==> src/rtl/fetch_pair_buffer.sv <==
// Purpose : instruction prefetch; reads 64-bit pairs from sync RAM and queues them for dual-issue decode.
// Latency : read issued in cycle T is pushed at end of T+1, so the pair is valid in T+2 (no bypass).
// Backpr. : valid/ready at the output; reads are issued only while a FIFO slot is reserved for the response.
//
// Ports:
//   clk, rst_n                 clock, synchronous active-low reset
//   mem_en, mem_addr           instruction RAM read request (mem_addr always even)
//   mem_rdata                  pair read data, one cycle after mem_en ([63:32] = word mem_addr)
//   redirect_valid/_pc         taken branch/jal/jalr: flush and restart at redirect_pc
//   pair_valid/_ready          head-of-queue handshake towards execute
//   pair_instr, pair_pc        head pair (slot 1 in [63:32], older) and its even word address
module fetch_pair_buffer #(
    parameter int          ADDR_W = 12,
    parameter int          DEPTH  = 4,
    parameter logic [31:0] NOP    = 32'h00000013
) (
    input  logic              clk,
    input  logic              rst_n,
    output logic              mem_en,
    output logic [ADDR_W-1:0] mem_addr,
    input  logic [63:0]       mem_rdata,
    input  logic              redirect_valid,
    input  logic [ADDR_W-1:0] redirect_pc,
    output logic              pair_valid,
    input  logic              pair_ready,
    output logic [63:0]       pair_instr,
    output logic [ADDR_W-1:0] pair_pc
);

    localparam int PW = (DEPTH > 1) ? $clog2(DEPTH) : 1;
    localparam int OW = $clog2(DEPTH + 1);

    logic [ADDR_W-1:0] r_fetch_pc;
    logic [OW-1:0]     r_occ;
    logic [PW-1:0]     r_wr_ptr;
    logic [PW-1:0]     r_rd_ptr;
    logic              r_inflight;
    logic [ADDR_W-1:0] r_inflight_pc;
    logic              r_odd_fix;
    logic [63:0]       r_fifo_instr [DEPTH];
    logic [ADDR_W-1:0] r_fifo_pc    [DEPTH];

    logic [ADDR_W-1:0] w_tgt;
    logic              w_pop;
    logic              w_push;
    logic [OW:0]       w_used;
    logic [63:0]       w_push_dat;

    assign w_tgt = {redirect_pc[ADDR_W-1:1], 1'b0};

    // A redirect cycle hides the stale head so execute cannot consume it.
    assign pair_valid = rst_n & ~redirect_valid & (r_occ != '0);
    assign pair_instr = pair_valid ? r_fifo_instr[r_rd_ptr] : '0;
    assign pair_pc    = pair_valid ? r_fifo_pc[r_rd_ptr]    : '0;

    assign w_pop  = pair_valid & pair_ready;
    assign w_push = r_inflight & ~redirect_valid;

    // Credits: queued + in-flight, less the slot a same-cycle pop frees.
    // Pop implies r_occ > 0, so this never underflows.
    assign w_used = {1'b0, r_occ} + {{OW{1'b0}}, r_inflight} - {{OW{1'b0}}, w_pop};

    assign mem_en   = rst_n & (redirect_valid | (w_used < (OW+1)'(DEPTH)));
    assign mem_addr = (rst_n & redirect_valid) ? w_tgt : r_fetch_pc;

    // An odd redirect target must not execute the even word preceding it.
    assign w_push_dat = r_odd_fix ? {NOP, mem_rdata[31:0]} : mem_rdata;

    always_ff @(posedge clk) begin
        if (!rst_n) begin
            r_fetch_pc    <= '0;
            r_occ         <= '0;
            r_wr_ptr      <= '0;
            r_rd_ptr      <= '0;
            r_inflight    <= 1'b0;
            r_inflight_pc <= '0;
            r_odd_fix     <= 1'b0;
        end else if (redirect_valid) begin
            r_occ         <= '0;
            r_wr_ptr      <= '0;
            r_rd_ptr      <= '0;
            r_fetch_pc    <= w_tgt + ADDR_W'(2);
            r_inflight    <= 1'b1;
            r_inflight_pc <= w_tgt;
            r_odd_fix     <= redirect_pc[0];
        end else begin
            r_occ      <= r_occ + OW'(w_push) - OW'(w_pop);
            r_inflight <= mem_en;
            if (w_push) begin
                r_wr_ptr  <= r_wr_ptr + PW'(1);
                r_odd_fix <= 1'b0;
            end
            if (w_pop) begin
                r_rd_ptr <= r_rd_ptr + PW'(1);
            end
            if (mem_en) begin
                r_inflight_pc <= r_fetch_pc;
                r_fetch_pc    <= r_fetch_pc + ADDR_W'(2);
            end
        end
    end

    // Payload storage needs no reset; occupancy qualifies every read.
    always_ff @(posedge clk) begin
        if (rst_n && w_push) begin
            r_fifo_instr[r_wr_ptr] <= w_push_dat;
            r_fifo_pc[r_wr_ptr]    <= r_inflight_pc;
        end
    end

endmodule

==> config.mk <==
export PLATFORM = sky130hd
export DESIGN_NAME = fetch_pair_buffer
export DESIGN_NICKNAME = d
export VERILOG_FILES = /design/src/rtl/fetch_pair_buffer.sv
export SDC_FILE = /design/constraint.sdc
export NUM_CORES = 1
export LEC_CHECK = 0
export ABC_AREA = 1
export BUFFER_PORTS_ARGS = -buffer_cell sky130_fd_sc_hd__buf_2
export CAP_MARGIN = 20
export CORE_AREA = 5 5 183 229
export DETAILED_ROUTE_END_ITERATION = 6
export DIE_AREA = 0 0 188 234
export SLEW_MARGIN = 10
export SYNTH_ARGS = -nofsm -noshare
export SYNTH_HDL_FRONTEND = slang
export SYNTH_SLANG_ARGS = --single-unit
export TNS_END_PERCENT = 10
==> constraint.sdc <==
create_clock -name clk -period 9.1 [get_ports clk]
set_input_delay 1.82 -clock clk [delete_from_list [all_inputs] [get_ports clk]]
set_output_delay 1.82 -clock clk [all_outputs]
set_load 0.02 [all_outputs]
==> results.json, run 1 <==
{
  "place_ws_ps": 2405,
  "htree_levels": 2,
  "synth_common_cells": "nor2_1 (362), edfxtp_1 (300), o21ai_0 (166), a21oi_1 (96)",
  "synth_top_area_share_pct": 65.94,
  "synth-seq-cells": 333,
  "setup_tns_ps": 0,
  "regArea_um2": 9677,
  "drive_above_1_share_pct": 17.95,
  "dr.first_iter.drc_count": 530,
  "nets": 1462,
  "slew_violations": 0,
  "n_antenna_cell": 0,
  "nFillCells": 3810,
  "post-dp-hpwl_um": 17800,
  "multi_input_area_um2": 3483,
  "maxCapViolCount": 0,
  "synth_most_common_cell": "nor2_1",
  "routabilityCongestion": 0.7527,
  "route.detailed.drc": 0,
  "port_buffers": 167,
  "syn_inst": 1233,
  "yosys-top-cells-area": "edfxtp_1 (66%), nor2_1 (9.9%), o21ai_0 (6.1%)",
  "grt_use_total_pct": 14.06,
  "start_util_pct": 34.50,
  "path_max_fanout": 76,
  "synth-xor-area-share_pct": 0.5770,
  "ios": 170,
  "crit_arrival_ps": 4830,
  "synth_ff_type": "edfxtp_1",
  "grt_max_degree": 89,
  "postCtsHoldBufs": 0,
  "worst_setup_path_end_kind": "output port",
  "wl_um": 31730,
  "ir_worst_vdd_uv": 112.5,
  "area_delta_synth_final_pct": 17.27,
  "synth_area_um2": 13660,
  "path_clk_slew_ps": 60,
  "synthSimpleGateAreaFrac_pct": 13.58,
  "critical_path_class": "primary input to output port",
  "synthAdderAreaFrac_pct": 0.8792,
  "vias": 9192,
  "tritoncts": "built",
  "leakagePower_nw": 6.104,
  "die_h_um": 234,
  "clock_skew_ps": 16.41,
  "synth_compound_area_share_pct": 10.13,
  "slew_headroom_pct": 27.18,
  "fin_area_um2": 16020,
  "antenna_left": 0,
  "fin_ws_ps": 2454,
  "critPathLaunchType": "primary input",
  "hold_path_class": "flip-flop to flip-flop",
  "required_ps": 7280,
  "grt_pass1_wl_um": 49330,
  "cts_resized": 0,
  "synth_mux_area_share_pct": 0,
  "async_flop_share_pct": 0,
  "avgSynthCellArea_um2": 11.08,
  "ys_warn_count": 0,
  "via_per_inst": 4.846,
  "wire_per_inst_um": 16.73,
  "clockBufferDepth": 3,
  "first_pass_iters": 5,
  "final.min_clock_period_ps": 6646,
  "ys_seq_area_share_pct": 70.78,
  "clockRootBuffer": "clkbuf_16",
  "finalCritPeriodShare_pct": 73.04,
  "die_width_um": 188,
  "fmax_ghz": 0.1505,
  "antenna_found_initial": 2,
  "worst_pin_slew_ps": 1092,
  "whs_ps": 481.4,
  "grt_overflow": 0,
  "grt_setup_unrepaired": "no",
  "synth-edff-count": 300,
  "outcome": "completed",
  "synth.largest_area_cell": "edfxtp_1",
  "cts_buffers": 35,
  "coreArea_um2": 39600,
  "cts.sinks": 333,
  "synth_cell_type_count": 33,
  "hold_violations": 0,
  "clock_latency_ps": 510,
  "place_area_um2": 14940,
  "p_per_area_nw_per_um2": 201.3,
  "setup_viol": 0,
  "synth_top_family_by_area": "simple AND/OR/NAND/NOR gates",
  "post_cts_buffers": 0,
  "grt_pass1_vias": 9294,
  "fp.dieArea_um2": 43990,
  "rows": 82
}
-- flip-flops by register name (all words and copies together), names as in the netlist, named ones only --
name           flops
r_wr_ptr           2
r_fifo_pc         44
r_fetch_pc        11
r_fifo_instr     256
r_rd_ptr           2
r_occ              3
r_odd_fix          1
r_inflight         1
r_inflight_pc     11
-- worst max-delay path, cell delays in order --
cell and delay (ps):
buf_2 250, inv_1 270, nor2_4 290, nand2_4 600
inv_1 230, nand3_1 150, ha_1 330, nand2_1 60
inv_1 70, nand3_2 100, nand3_1 80, nand2_1 60
nor2_2 130, nand2_4 140, nand2_1 90, buf_2 180
-- path summary, 6_finish.rpt --
path	start	slack (ps)	depth (start not counted)	to
worst min-delay path	r_odd_fix	480	2	r_odd_fix
worst max register to register	r_occ[1]	5680	17	r_inflight_pc[1]
worst min register to register	r_odd_fix	480	2	r_odd_fix
worst max-delay path	rst_n	2450	16	mem_en
-- area by class of cell --
cell class                 count  area share (%)
sequential                   333           60.40
multi-input combinational    760           21.74
clock buffer                  42           5.896
timing repair buffer         175           5.592
tap                          504           3.936
inverter                      68           1.609
clock inverter                15          0.8278
-- layout by cell type, fill, tap and decap left out, types with 9 or more instances in the layout --
cell	count
nand2_1	65
clkbuf_16	37
nor2_1	358
o21ai_0	166
nand3_1	21
edfxtp_1	300
a21oi_1	96
buf_2	167
xor2_1	9
dfxtp_1	31
inv_1	64
-- cell families (layout without fill, tap and decap cells) --
kind of cell,after synthesis,after routing
adder cells (fa/ha/maj),9,9
other,1,2
flip-flops,333,333
AND/OR/NAND/NOR,468,468
XOR/XNOR,9,9
buffers and inverters,141,300
AO/OA/AOI/OAI,272,272
-- metal layers --
layer / vias up / routed length [um] / track usage [%]
met1: 4433 / 13290 / 16.58
met5: - / 25 / 0
met3: 54 / 1597 / 2.904
met4: 4 / 700 / 4.612
li1: 4498 / - / -
met2: 203 / 16120 / 25.69
-- through the flow --
| step | util (%) | instances | power [mW] |
|---|---|---|---|
| global route | 40.46 | 1897 | 3.351 |
| global placement | 37.74 | 1840 | 1.911 |
| detailed placement | 37.74 | 1840 | 1.915 |
| finish | 40.46 | 1897 | 3.226 |
| CTS | 40.46 | 1897 | 3.272 |
| floorplan | - | 1234 | 1.853 |
-- power breakdown --
group | internal, mW | total [mW] | switching, mW
clock | 0.794 | 1.35 | 0.551
combinational | 0.0490 | 0.160 | 0.111
sequential | 1.71 | 1.72 | 0.0147
total | 2.55 | 3.23 | 0.677
(Power assumes the default switching activity.)
==> inputs of run 2 (changes only) <==
- clock period: 9.1 -> 6.55 ns (I/O delays scaled with it)
==> run 2 against run 1 <==
  * Combinational power rose by 40%
  * Hold slack worse by 8.7 ps
  * Highest routed layer unchanged
  * First-iteration DRC count is 11% lower
  * Sequential share of layout area shrank 0.26 points
  * Core utilization up 0.18 points
==> results.json, run 2 (same netlist as run 1, synthesis figures left out) <==
{
  "outcome": "completed",
  "rows": 82,
  "grt_pass1_vias": 9289,
  "top_usage_layer": "met2",
  "tritoncts": "built",
  "clock_skew_ps": 8.970,
  "clockRootBuffer": "clkbuf_16",
  "top_regs": "r_fifo_instr (256), r_fifo_pc (44)",
  "slew_headroom_pct": 30.59,
  "route.detailed.drc": 0,
  "wire_per_inst_um": 17.14,
  "worst_setup_path_end_kind": "output port",
  "path_clk_slew_ps": 60,
  "grt_setup_unrepaired": "no",
  "postCtsHoldBufs": 0,
  "die_h_um": 234,
  "post_cts_buffers": 0,
  "p_int_mw": 3.559,
  "n_antenna_cell": 0,
  "hold_violations": 0,
  "multi_input_area_um2": 3483,
  "fin_ws_ps": 1667,
  "setup_viol": 0,
  "worst_pin_slew_ps": 1041,
  "placed_cells": 1847,
  "largest_reg_flops": 256,
  "port_buffers": 167,
  "grtUsageMet3_pct": 3.201,
  "p_per_area_nw_per_um2": 280.2,
  "antenna_found_initial": 2,
  "critPathLaunchType": "primary input",
  "grt_use_total_pct": 14.43,
  "finalCritPeriodShare_pct": 74.56,
  "vias": 9207,
  "layout_commonest_cell": "nor2_1",
  "antenna_left": 0,
  "wl_um": 32700,
  "dr.first_iter.drc_count": 472,
  "required_ps": 5240,
  "clockBufferDepth": 3,
  "coreArea_um2": 39600,
  "crit_chain": "buf_2 > inv_1 > nor2_4 > nand2_4 > inv_1 > nand3_1 > ha_1 > nand2_1 > inv_1 > nand3_2 > nand3_1 > nand2_1 > nor2_2 > nand2_4 > nand2_1 > buf_2",
  "area_delta_synth_final_pct": 17.79,
  "cts_buffers": 36,
  "hold_path_class": "flip-flop to flip-flop",
  "first_pass_iters": 5,
  "via_per_inst": 4.825,
  "clock_latency_ps": 510,
  "met2_usage_pct": 25.50,
  "slew_violations": 0,
  "place_ws_ps": 1660,
  "ir_worst_vdd_uv": 150.9,
  "setup_tns_ps": 0,
  "final_cell_mix": "nor2_1 (358), edfxtp_1 (300), buf_2 (167)",
  "clkPwrFrac_pct": 42.0,
  "fmax_ghz": 0.2048,
  "start_util_pct": 34.50,
  "power_frac_comb_pct": 5.0,
  "leakagePower_nw": 6.151,
  "final.min_clock_period_ps": 4883,
  "ios": 170,
  "cp_slowest_stage_delay_ps": 320,
  "drive_above_1_share_pct": 18.16,
  "crit_slowest_cell": "ha_1",
  "grt_max_degree": 100,
  "grt_overflow": 0,
  "p_sw_uw": 949.3,
  "cts_resized": 0,
  "critical_path_class": "primary input to output port",
  "path_max_fanout": 16,
  "startpoint": "rst_n",
  "post-dp-hpwl_um": 18260,
  "p_sw_share_pct": 21.06,
  "met1_usage_pct": 17.37,
  "nFillCells": 3788,
  "min_from": "r_odd_fix",
  "pwr-share-seq_pct": 53.0,
  "crit_arrival_ps": 3570,
  "regMostFlops": "r_fifo_instr",
  "grt_pass1_wl_um": 49980,
  "routabilityCongestion": 0.7672,
  "nets": 1470,
  "die_width_um": 188,
  "r2r_start": "r_occ[1]",
  "cts.sinks": 333,
  "htree_levels": 2,
  "fp.dieArea_um2": 43990,
  "final_cells": 1908,
  "regArea_um2": 9677,
  "maxCapViolCount": 0
}
run 2: cell count changes in the layout (fill, tap and decap cells not counted), sizes merged:
cell / change
clkinv: +1
inv: +1
clkbuf: +3
clkinvlp: -1
buf: +7
run 2: path summary, 6_finish.rpt:
kind              slack [ps]  depth (start not counted)               end
setup / recovery        1670                         16            mem_en
hold / removal           470                          2         r_odd_fix
hold reg to reg          470                          2         r_odd_fix
setup reg to reg        3860                         17  r_inflight_pc[1]
run 2: metrics by stage:
step / utilization [%] / area, um2 / hold slack, ps / power [mW]
6_report: 40.63 / 16090 / 472.7 / 4.508
5_1_grt: 40.63 / 16090 / 492.2 / 4.689
4_1_cts: 40.63 / 16090 / 474.6 / 4.566
3_5_place_dp: 37.87 / 15000 / 465.8 / 2.662
3_3_place_gp: 37.87 / 15000 / 462.1 / 2.656
2_1_floorplan: - / 13670 / 455.0 / 2.574
run 2: layout make-up:
type	count	share of cell area [%]
Sequential cell	333	60.14
Multi-Input combinational cell	760	21.65
Clock buffer	45	6.003
Timing Repair Buffer	182	5.894
Tap cell	504	3.919
Inverter	68	1.602
Clock inverter	16	0.8009
run 2: per-layer routing:
layer / part of all wire [%] / vias up
li1: - / 4520
met1: 41 / 4386
met2: 51 / 233
met3: 5.2 / 64
met4: 2.7 / 4
met5: 0.064 / -
run 2: critical path: cells and delay by family:
family	cells	cell delay [ps]
adders and majority gates	1	320
and+or+nand+nor	10	1120
buffers and inverters	5	820
run 2: power groups by stage:
stage          Clock [mW]  Sequential, mW  Combinational, mW
2_1_floorplan           0            2.43              0.141
3_3_place_gp            0            2.43              0.224
5_1_grt              2.04            2.39              0.255
6_report             1.89            2.39              0.224
4_1_cts              1.95            2.39              0.229
3_5_place_dp            0            2.43              0.227
==> inputs of run 3 (changes only) <==
- clock period: 6.55 -> 4.3 ns (I/O delays scaled with it)
==> run 3 against run 2 <==
  * Via count is 1.3% higher
  * Clock skew is 2.2 ps lower
  * Non-clock buffer count stayed put
  * Register-to-register slack worse by 2300 ps
  * First-iteration DRC count is 0.42% higher
  * Clock power is 48% higher
  * Critical path depth is 9 lower
  * Total power is 50% higher
  * Clock-buffer cell count is 3 lower
  * Sequential share of layout area is 0.13 points lower
  * Highest routed layer unchanged
==> results.json, run 3 (same netlist as run 1, synthesis figures left out) <==
{
  "critPathTopFamily": "buffers and inverters",
  "ios": 170,
  "worst_setup_path_end_kind": "output port",
  "port_buffers": 167,
  "coreArea_um2": 39600,
  "fin_area_um2": 16130,
  "p_int_mw": 5.312,
  "tritoncts": "built",
  "pwr-share-seq_pct": 53.7,
  "drive_above_1_share_pct": 18.40,
  "grt_pass1_vias": 9068,
  "met1_usage_pct": 17.45,
  "grt_setup_unrepaired": "no",
  "slew_violations": 0,
  "place_ws_ps": 627.7,
  "clock_latency_ps": 510,
  "nets": 1470,
  "antenna_left": 0,
  "regArea_um2": 9677,
  "die_h_um": 234,
  "hold_path_class": "flip-flop to flip-flop",
  "maxCapViolCount": 0,
  "route.detailed.drc": 0,
  "cts_resized": 0,
  "wire_per_inst_um": 17.04,
  "post-dp-hpwl_um": 18220,
  "cp_slowest_stage_delay_ps": 750,
  "grtUsageMet3_pct": 3.112,
  "clkPwrFrac_pct": 41.1,
  "outcome": "completed",
  "layout_commonest_cell": "nor2_1",
  "grt_max_degree": 87,
  "place_area_um2": 15070,
  "path_max_fanout": 75,
  "grt_use_total_pct": 14.40,
  "placed_cells": 1847,
  "fmax_ghz": 0.2733,
  "required_ps": 3440,
  "worst_pin_slew_ps": 1055,
  "first_pass_iters": 5,
  "total_power_mw": 6.775,
  "antenna_found_initial": 2,
  "clockRootBuffer": "clkbuf_16",
  "multi_input_area_um2": 3483,
  "critPathLaunchType": "primary input",
  "hold_violations": 0,
  "n_antenna_cell": 0,
  "cts.sinks": 333,
  "p_sw_share_pct": 21.59,
  "p_sw_mw": 1.462,
  "clock_skew_ps": 6.738,
  "vias": 9329,
  "power_frac_comb_pct": 5.1,
  "fin_ws_ps": 640.8,
  "crit_arrival_ps": 2800,
  "crit_slowest_cell": "buf_4",
  "start_util_pct": 34.50,
  "worst-path-buf-inv": 4,
  "dr.first_iter.drc_count": 474,
  "via_per_inst": 4.895,
  "critical_path_class": "primary input to output port",
  "routabilityCongestion": 0.7559,
  "r2r_setup_slack_ps": 1590,
  "crit_top_cell": "buf_2",
  "postCtsHoldBufs": 0,
  "largest_reg_flops": 256,
  "met2_usage_pct": 25.10,
  "path_clk_slew_ps": 50,
  "fp.dieArea_um2": 43990,
  "leakagePower_nw": 6.146,
  "rows": 82,
  "final_cell_mix": "nor2_1 (358), edfxtp_1 (300), buf_2 (167)",
  "htree_levels": 2,
  "slew_headroom_pct": 29.69,
  "post_cts_buffers": 0,
  "top_regs": "r_fifo_instr (256), r_fifo_pc (44)",
  "top_usage_layer": "met2",
  "grt_overflow": 0,
  "wl_um": 32490,
  "final.min_clock_period_ps": 3659,
  "finalCritPeriodShare_pct": 85.10,
  "setup_viol": 0,
  "p_per_area_nw_per_um2": 420.1,
  "grt_pass1_wl_um": 50060,
  "die_width_um": 188,
  "ir_worst_vdd_uv": 217.4,
  "cts_buffers": 36,
  "area_delta_synth_final_pct": 18.04,
  "crit_chain": "buf_2 > inv_1 > nor2_4 > nand2_4 > buf_4 > a21oi_1 > buf_2",
  "nFillCells": 3841,
  "clockBufferDepth": 3,
  "regMostFlops": "r_fifo_instr",
  "final_cells": 1906
}
==> run 3: per-layer routing <==
metal / share of wire [%] / wire length (um)
met3: 5.2 / 1674
met2: 50 / 16190
met5: 0.065 / 21
met4: 3.7 / 1216
met1: 41 / 13380
==> run 3: final cells by class <==
type	count	share of cell area, %
flip-flops and latches	333	60.00
multi-input cells	760	21.60
inverters	68	1.598
well taps	504	3.910
clock inverters	17	0.5586
repair buffers	182	6.346
clock buffers	42	5.982
==> run 3: final timing paths <==
path             start          endpoint  depth (start not counted)
max              rst_n    pair_instr[63]                          7
min          r_odd_fix         r_odd_fix                          2
max reg2reg   r_occ[1]  r_inflight_pc[1]                         18
min reg2reg  r_odd_fix         r_odd_fix                          2
==> run 3: metrics by stage <==
| step | hold WS, ps | utilization [%] | TNS (ps) |
|---|---|---|---|
| floorplan | 455.0 | - | -172390 |
| CTS | 482.3 | 40.72 | 0 |
| global route | 494.7 | 40.72 | 0 |
| detailed placement | 474.5 | 38.06 | 0 |
| global placement | 471.2 | 38.06 | 0 |
| finish | 474.6 | 40.72 | 0 |
==> run 3: worst register-to-register path, delay by kind of cell, from the launching register on <==
family | cells | cell delay, ps
simple gates | 14 | 1580
flops | 1 | 400
buf+inv | 3 | 320
fa+ha+maj | 1 | 320
==> run 3: power by group through the flow <==
stage | sequential (mW) | combinational (mW) | clock, mW
after floorplan | 3.71 | 0.215 | 0
after global placement | 3.71 | 0.346 | 0
after detailed placement | 3.71 | 0.352 | 0
after CTS | 3.64 | 0.353 | 2.87
after global routing | 3.65 | 0.392 | 3.00
final | 3.64 | 0.347 | 2.79
